===== src/rtl/set_bit_enumerator.sv =====
// set_bit_enumerator: walks a WIDTH-bit mask and emits the index of every set bit,
// one beat per cycle, LSB-first or MSB-first as chosen per word.
module set_bit_enumerator #(
    parameter int WIDTH = 32,
    localparam int IDX_W = $clog2(WIDTH)
) (
    input  logic             clk,
    input  logic             rst,
    input  logic             in_valid,
    output logic             in_ready,
    input  logic [WIDTH-1:0] in_data,
    input  logic             in_high,
    output logic             out_valid,
    input  logic             out_ready,
    output logic [IDX_W-1:0] out_index,
    output logic             out_last,
    output logic             out_none
);
    typedef enum logic {IDLE, EMIT} state_t;
    state_t           state_q, state_d;
    logic [WIDTH-1:0] pending_q, pending_d;
    logic             mode_q, mode_d;
    logic [IDX_W-1:0] lo_idx, hi_idx;
    logic             accept, beat;

    if (WIDTH < 2) begin : g_bad_width
        $error("set_bit_enumerator: WIDTH must be >= 2");
    end

    // Loops only span real bit positions, so padding indices can never be produced.
    always_comb begin
        lo_idx = '0;
        hi_idx = '0;
        for (int i = WIDTH - 1; i >= 0; i--) if (pending_q[i]) lo_idx = IDX_W'(i);
        for (int i = 0; i < WIDTH; i++) if (pending_q[i]) hi_idx = IDX_W'(i);
    end

    assign out_valid = state_q == EMIT;
    assign out_index = mode_q ? hi_idx : lo_idx;
    assign out_none  = pending_q == '0;
    assign out_last  = (pending_q & (pending_q - WIDTH'(1))) == '0;
    assign in_ready  = !rst && (state_q == IDLE || (out_valid && out_ready && out_last));
    assign accept    = in_valid && in_ready;
    assign beat      = out_valid && out_ready;

    // A new word accepted on the last beat overrides the return to IDLE.
    always_comb begin
        pending_d = accept ? in_data : beat ? pending_q & ~(WIDTH'(1) << out_index) : pending_q;
        mode_d    = accept ? in_high : mode_q;
        state_d   = accept ? EMIT : (beat && out_last) ? IDLE : state_q;
    end

    always_ff @(posedge clk or posedge rst) begin
        if (rst) begin
            state_q   <= IDLE;
            pending_q <= '0;
            mode_q    <= 1'b0;
        end else begin
            state_q   <= state_d;
            pending_q <= pending_d;
            mode_q    <= mode_d;
        end
    end
endmodule


===== config.mk =====
export PLATFORM = sky130hd
export DESIGN_NAME = set_bit_enumerator
export DESIGN_NICKNAME = d
export VERILOG_FILES = /design/src/rtl/set_bit_enumerator.sv
export SDC_FILE = /design/constraint.sdc
export NUM_CORES = 1
export LEC_CHECK = 0
export ABC_AREA = 1
export CAP_MARGIN = 20
export CORE_ASPECT_RATIO = 0.75
export CORE_MARGIN = 8
export CORE_UTILIZATION = 50
export CTS_CLUSTER_SIZE = 8
export DETAILED_ROUTE_END_ITERATION = 10
export PLACE_DENSITY = 0.74
export REMOVE_ABC_BUFFERS = 1
export SETUP_SLACK_MARGIN = 0.05
export SLEW_MARGIN = 15
export SYNTH_ARGS = -nofsm -noshare
export SYNTH_HDL_FRONTEND = slang
export SYNTH_SLANG_ARGS = --single-unit

===== constraint.sdc =====
create_clock -name clk -period 2.6 [get_ports clk]
set_input_delay 0.26 -clock clk [delete_from_list [all_inputs] [get_ports clk]]
set_output_delay 0.26 -clock clk [all_outputs]
set_load 0.01 [all_outputs]

**Word-level counts from Yosys, hierarchy flattened**

Cells that the tools add are included.

- Bits in registers: 34
- Bits in latches: 0
- Bits in writable memories: 0
- Memory bits (read-only): 0
- Bits of input ports: 37
- Output and inout port bits: 9
- Word-level logic and storage cells: 87
- Memories: 0

- Add/subtract/negate cells: 1
- $mul: 0
- Divide/modulo/power cells: 0
- $lt $le $gt $ge: 0
- Equality and inequality tests: 0
- Shift-type cells: 1
- Mux-type cells: 68
- Bitwise gates (word level): 4
- Reductions and logical operators: 10

Operators by type and width:

| cell | count |
|---|---|
| $mux 5 | 63 |
| $and 32x32->32 | 2 |
| $logic_not 32->1 | 2 |
| $mux 32 | 2 |
| $not 32->32 | 1 |
| $shl 1x5->32 const A | 1 |
| $sub 32x1->32 const B | 1 |
| $logic_and 1x1->1 | 4 |
| $reduce_bool 2->1 | 2 |
| $mux 1 | 3 |
| $logic_not 1->1 | 1 |
| $logic_or 1x1->1 | 1 |
| $not 1->1 | 1 |

**Logic depth before layout (Yosys ltp)**

- Depth after elaboration: 38
- Depth in mapped cells: 38
- Gate-level depth less buffers: 37

**Least setup slack after synthesis**

No wires, ideal clock.

- Path type: reg-to-reg
- From: register pending_q[2]
- To: register pending_q[3]
- Library setup time: 0.116 ns
- Arrival: 2.735 ns
- Data required time: 2.484 ns
- Path slack: -0.252 ns
- Cell stages (with the launch flop): 24
- Buffers on the path: 2
- Clock period less this slack: 2.852 ns
- Cells stage by stage: dfrtp_1 > nor2_1 > inv_2 > nor2_4 > inv_2 > nor2_8 > nand2_2 > nor3_4 > nand3_2 > inv_2 > nand3_2 > nor2_2 > nand4_1 > a21oi_1 > nand4_1 > a21oi_2 > nand2_1 > nand2_1 > and3_4 > buf_6 > clkbuf_4 > o21ai_1 > inv_2 > nor2_1

- Elaborated cells between the ends (all ways): 47
- Classes of those cells: add/sub: 1; shift: 1; mux: 36; bitwise: 3; reduce/logical: 6

RTL lines:

| element | RTL line | RTL |
|---|---|---|
| start: declaration | 21 | `logic [WIDTH-1:0] pending_q, pending_d;` |
| start signal: assignment | 60 | `pending_q <= pending_d;` |
| $sub 32x1->32 | 41 | `assign out_last = (pending_q & (pending_q - WIDTH'(1))) == '0;` |
| $and 32x32->32 (*) | 41 |  |
| $logic_not 32->1 (*) | 41 |  |
| via out_last | 16 | `output logic out_last,` |
| $logic_and 1x1->1 (*) | 42 | `assign in_ready = !rst && (state_q == IDLE \|\| (out_valid && out_ready && out_last));` |
| $logic_or 1x1->1 (*) | 42 |  |
| $logic_and 1x1->1 (*) | 42 |  |
| $logic_and 1x1->1 (*) | 43 | `assign accept = in_valid && in_ready;` |
| $mux 32 / $reduce_bool 2->1 (equally long branches) | n/a |  |

The timed path passes the listed nets; every way through them passes the cells marked *. The select of a mux whose other input is x is not followed.
A chain may end at the register's enable or synchronous reset.

**Worst setup path after layout**

- From: register pending_q[0]
- To: register pending_q[31]

- Cells in the longest elaborated chain, start to end: 8
- Elaborated cells between the ends (all ways): 15
- Classes of those cells: add/sub: 1; shift: 1; mux: 4; bitwise: 3; reduce/logical: 6

RTL lines:

| element | RTL line |
|---|---|
| $sub 32x1->32 | 41 |
| $and 32x32->32 | 41 |
| $logic_not 32->1 | 41 |
| $logic_and 1x1->1 | 42 |
| $logic_or 1x1->1 | 42 |
| $logic_and 1x1->1 | 42 |
| $logic_and 1x1->1 | 43 |
| $mux 32 / $reduce_bool 2->1 (equally long branches) | n/a |

Several ways; a longest one is shown, not always the timed one. The select of a mux whose other input is x is not followed.

==> reports/metrics.cfg <==
[outcome]
status = finished with violations
violations = negative setup slack

[yosys]
mappedNetlistArea_um2 = 3030
synth-warning-count = 0
synth.yosys.seq_area_share_pct = 28.1
post_synth.cell_area_avg_um2 = 5.84
yosys_register_bits = 34
synth-simple-area-share_pct = 43.1
synthXorXnorAreaFrac_pct = 0
synth-compound-area-share_pct = 13.3
largest_family_of_logic_cells_by_synthesized_area = simple AND/OR/NAND/NOR gates
number_of_different_library_cells_in_the_post_synthesis_netlist = 34
synth_adder_area_share_pct = 0
syn_inst = 519
post_synth_mux_area_share_pct = 0

[setup_path]
critical_path.most_common_cell = sky130_fd_sc_hd__nand2_1
worst_r2r_endpoint = pending_q[31]$_DFFE_PP0P_
start_kind = register
worstPathMaxFanout = 15
cp-startpoint = pending_q[0]$_DFFE_PP0P_
path_class = register to register
crit_required_ns = 2.83
timing.critical_path.slowest_cell_delay_ns = 0.43
critical_path.cell_chain = buf_4 > buf_4 > nand2_1 > o2111ai_1 > a21oi_1 > o2111ai_2 > nor3_2 > nand4_1 > nor3_2 > nand4_1 > a21oi_2 > nand2_1 > nand2_1 > and3_4 > buf_12 > buf_16 > nand2_2 > nand2_1 > nor2_1 > nor2_1
r2r.worst_path.cells = 20
reg2reg_slack_ns = -0.65
crit_path_end = pending_q[31]$_DFFE_PP0P_
critical_path_arrival_ns = 3.47
critPathSlowestCell = sky130_fd_sc_hd__dfrtp_1
crit_path_end_kind = register
timing.rr.start = pending_q[0]$_DFFE_PP0P_

[timing]
grt_setup_unrepaired = true
min_period_over_period_pct = 125
maxSlewHeadroom_pct = 69.4
hold-worst-slack_ns = 0.429
fmax_mhz = 308
final_max_slew_viol_count = 0
fin_ws_ns = -0.648
worst_slew_pin_slew_ns = 0.460
finalHoldViolations = 0
period_needed_ns = 3.25
finalClockSkew_ns = 0.00755
setup_viol_count_final = 39

[min_path]
worst_hold_path_type = primary input to asynchronous set/reset pin

[detailed_routing]
routed_wire_length_per_instance_um = 16.6
detail_route.vias_per_cell = 5.52
antenna_left = 0
drtPass1Iterations = 8
drc = 0
routed-via-count = 4109
detail_route.iter0.violations = 424
wl_um = 12300

[finish]
num-fill-cells = 404
area_delta_synth_final_pct = 54.1
drive_above_1_share_pct = 30.5
antenna-diode-count = 0
finalCoreUtilization_pct = 80.2
nets = 702
multi_input_area_um2 = 1870
area_of_all_sequential_standard_cells_um2 = 851

[power_and_ir_drop]
power-per-cell-area_nw_per_um2 = 1360
power_mw = 6.34
p_leak_nw = 2.52
power.ir.vdd_worst_mv = 0.956

[placed_design]
numPortBuffers = 45
gpl.final_weighted_congestion = 0.922
dpl_worst_slack_ns = -0.491
dp_hpwl_um = 7960

[floorplan]
design.die.area_um2 = 8840
std_cell_rows = 24
core-area_um2 = 5830
die_height_um = 83.4
die_w_um = 106
top_level_ports = 46
start_util_pct = 52.0

[clock_network]
clockBufferDepth = 2
clock_latency_at_the_later_pin_of_the_worst_skew_pair_ns = 0.29
root_buffer = sky130_fd_sc_hd__clkbuf_8
hold_buffers = 0
cts_tree = built
htree_num_levels = 2
cts_buffers = 5
clk_pin_slew_worst_paths_ns = 0.08
cts_sinks = 34

[job]
cap_viol_max_count = 0

[global_route]
grt_usage_pct = 25.2
grt_pass1_vias = 3802
globalRoute.totalOverflow = 0
grt_max_degree = 35
antenna_found_initial = 0
first_pass_grt_wire_length_um = 18200

[per-stage QoR]
step                std cells  cell area [um2]  TNS, ns
global placement          714             4160   -11.55
floorplan                 505             2940   -14.75
global route              744             4670   -28.00
detailed placement        714             4160   -16.53
CTS                       736             4520   -12.77
finish                    744             4670   -21.47
[cell usage in the layout (no fill, tap or decap), types with 2 or more instances in the layout]
cell type / instances
sky130_fd_sc_hd__nand2_2: 20
sky130_fd_sc_hd__nor2_1: 57
sky130_fd_sc_hd__o21ai_0: 26
sky130_fd_sc_hd__clkdlybuf4s50_1: 39
sky130_fd_sc_hd__o21ai_2: 15
sky130_fd_sc_hd__inv_4: 2
sky130_fd_sc_hd__nor3_2: 2
sky130_fd_sc_hd__nor2_2: 6
sky130_fd_sc_hd__o21ai_1: 9
sky130_fd_sc_hd__inv_2: 17
sky130_fd_sc_hd__o2111ai_2: 2
sky130_fd_sc_hd__nand4_1: 27
sky130_fd_sc_hd__nand2_1: 170
sky130_fd_sc_hd__dfrtp_1: 34
sky130_fd_sc_hd__buf_6: 11
sky130_fd_sc_hd__nand3_1: 2
sky130_fd_sc_hd__inv_1: 82
sky130_fd_sc_hd__clkbuf_8: 6
sky130_fd_sc_hd__a21oi_1: 10
sky130_fd_sc_hd__buf_2: 2
sky130_fd_sc_hd__nand2_4: 3
sky130_fd_sc_hd__buf_4: 93
sky130_fd_sc_hd__nor2_4: 7
sky130_fd_sc_hd__buf_16: 3
sky130_fd_sc_hd__buf_12: 3
[state kept, by name (all words and copies together) (netlist names)]
register	flops
out_valid	1
mode_q	1
pending_q	32
[cell usage after synthesis]
| library cell | number | share of area (%) |
|---|---|---|
| sky130_fd_sc_hd__nor3_4 | 1 | 0.54 |
| sky130_fd_sc_hd__nor2_2 | 2 | 0.41 |
| sky130_fd_sc_hd__dfrtp_1 | 34 | 28 |
| sky130_fd_sc_hd__o2111ai_1 | 3 | 0.87 |
| sky130_fd_sc_hd__nand3_1 | 2 | 0.33 |
| sky130_fd_sc_hd__buf_8 | 2 | 0.99 |
| sky130_fd_sc_hd__nand4_1 | 27 | 5.6 |
| sky130_fd_sc_hd__or2_2 | 1 | 0.21 |
| sky130_fd_sc_hd__nor3_1 | 2 | 0.33 |
| sky130_fd_sc_hd__nor2_4 | 1 | 0.37 |
| sky130_fd_sc_hd__o21ai_2 | 10 | 2.9 |
| sky130_fd_sc_hd__buf_2 | 1 | 0.16 |
| sky130_fd_sc_hd__o32ai_1 | 1 | 0.29 |
| sky130_fd_sc_hd__clkbuf_1 | 8 | 0.99 |
| sky130_fd_sc_hd__o21ai_1 | 9 | 1.5 |
| sky130_fd_sc_hd__buf_4 | 1 | 0.25 |
| sky130_fd_sc_hd__nand2_2 | 11 | 2.3 |
| sky130_fd_sc_hd__nor2_8 | 1 | 0.66 |
| sky130_fd_sc_hd__buf_6 | 1 | 0.37 |
| sky130_fd_sc_hd__a21oi_1 | 10 | 1.7 |
| sky130_fd_sc_hd__nor3_2 | 1 | 0.33 |
| sky130_fd_sc_hd__nor2_1 | 67 | 8.3 |
| sky130_fd_sc_hd__clkbuf_4 | 1 | 0.25 |
| sky130_fd_sc_hd__o21ai_0 | 31 | 5.1 |
| sky130_fd_sc_hd__a21oi_2 | 1 | 0.29 |
| sky130_fd_sc_hd__nor4_1 | 1 | 0.21 |
| sky130_fd_sc_hd__nand2_1 | 182 | 23 |
| sky130_fd_sc_hd__inv_2 | 17 | 2.1 |
| sky130_fd_sc_hd__a22oi_1 | 1 | 0.25 |
| sky130_fd_sc_hd__inv_1 | 84 | 10 |
| sky130_fd_sc_hd__o211ai_1 | 1 | 0.25 |
| sky130_fd_sc_hd__nand3_2 | 2 | 0.66 |
| sky130_fd_sc_hd__and3_4 | 1 | 0.37 |
| sky130_fd_sc_hd__o21bai_1 | 1 | 0.25 |
[cells by family (layout without fill, tap and decap cells)]
| group | after synthesis | count (layout) |
|---|---|---|
| simple gates | 302 | 302 |
| buf+inv | 115 | 262 |
| compound gates | 68 | 68 |
| flops | 34 | 34 |
[report_power, final]
part | internal [mW] | switching (mW) | total [mW]
clock network | 0.214 | 0.218 | 0.433
logic | 2.06 | 2.85 | 4.92
registers | 0.763 | 0.224 | 0.987
[worst min-delay path by stage]
stage	start	end	slack, ns	cells after the start
floorplan	in_high	mode_q$_DFFE_PP0P_	0.38	2
global placement	pending_q[15]$_DFFE_PP0P_	pending_q[15]$_DFFE_PP0P_	0.66	4
detailed placement	pending_q[0]$_DFFE_PP0P_	pending_q[0]$_DFFE_PP0P_	0.68	5
CTS	rst	pending_q[30]$_DFFE_PP0P_	0.45	3
global route	rst	pending_q[30]$_DFFE_PP0P_	0.50	3
finish	rst	mode_q$_DFFE_PP0P_	0.43	3
[worst max-delay path: cells and delay by family, from the launching register on]
| family | cells | cell delay [ns] |
|---|---|---|
| buffers and inverters | 4 | 0.56 |
| AO/OA/AOI/OAI | 4 | 0.76 |
| AND/OR/NAND/NOR | 12 | 1.41 |
| flip-flops | 1 | 0.43 |
[routing by layer]
metal,vias to the layer above,share of wire [%],global-route usage [%]
met3,70,13,6.10
met5,-,0,0
met1,1837,38,32.1
met4,0,4.3,8.66
li1,1889,-,-
met2,313,44,40.6
[repair_timing]
item,4_1_cts,5_1_grt
cloned,3,1
pin swaps,3,10
endpoints found under the setup margin,40,42
hold endpoints to repair,0,0
gates resized for setup,55,32
setup buffers,11,7
[layout make-up]
| type | instances | area share [%] |
|---|---|---|
| clock buffer | 7 | 1.85 |
| clock inverter | 1 | 0.107 |
| inverter | 101 | 8.22 |
| multi-input combinational | 370 | 39.9 |
| sequential | 34 | 18.2 |
| tap | 78 | 2.09 |
| timing repair buffer | 153 | 29.6 |
Power figures use the tool's default switching activity.
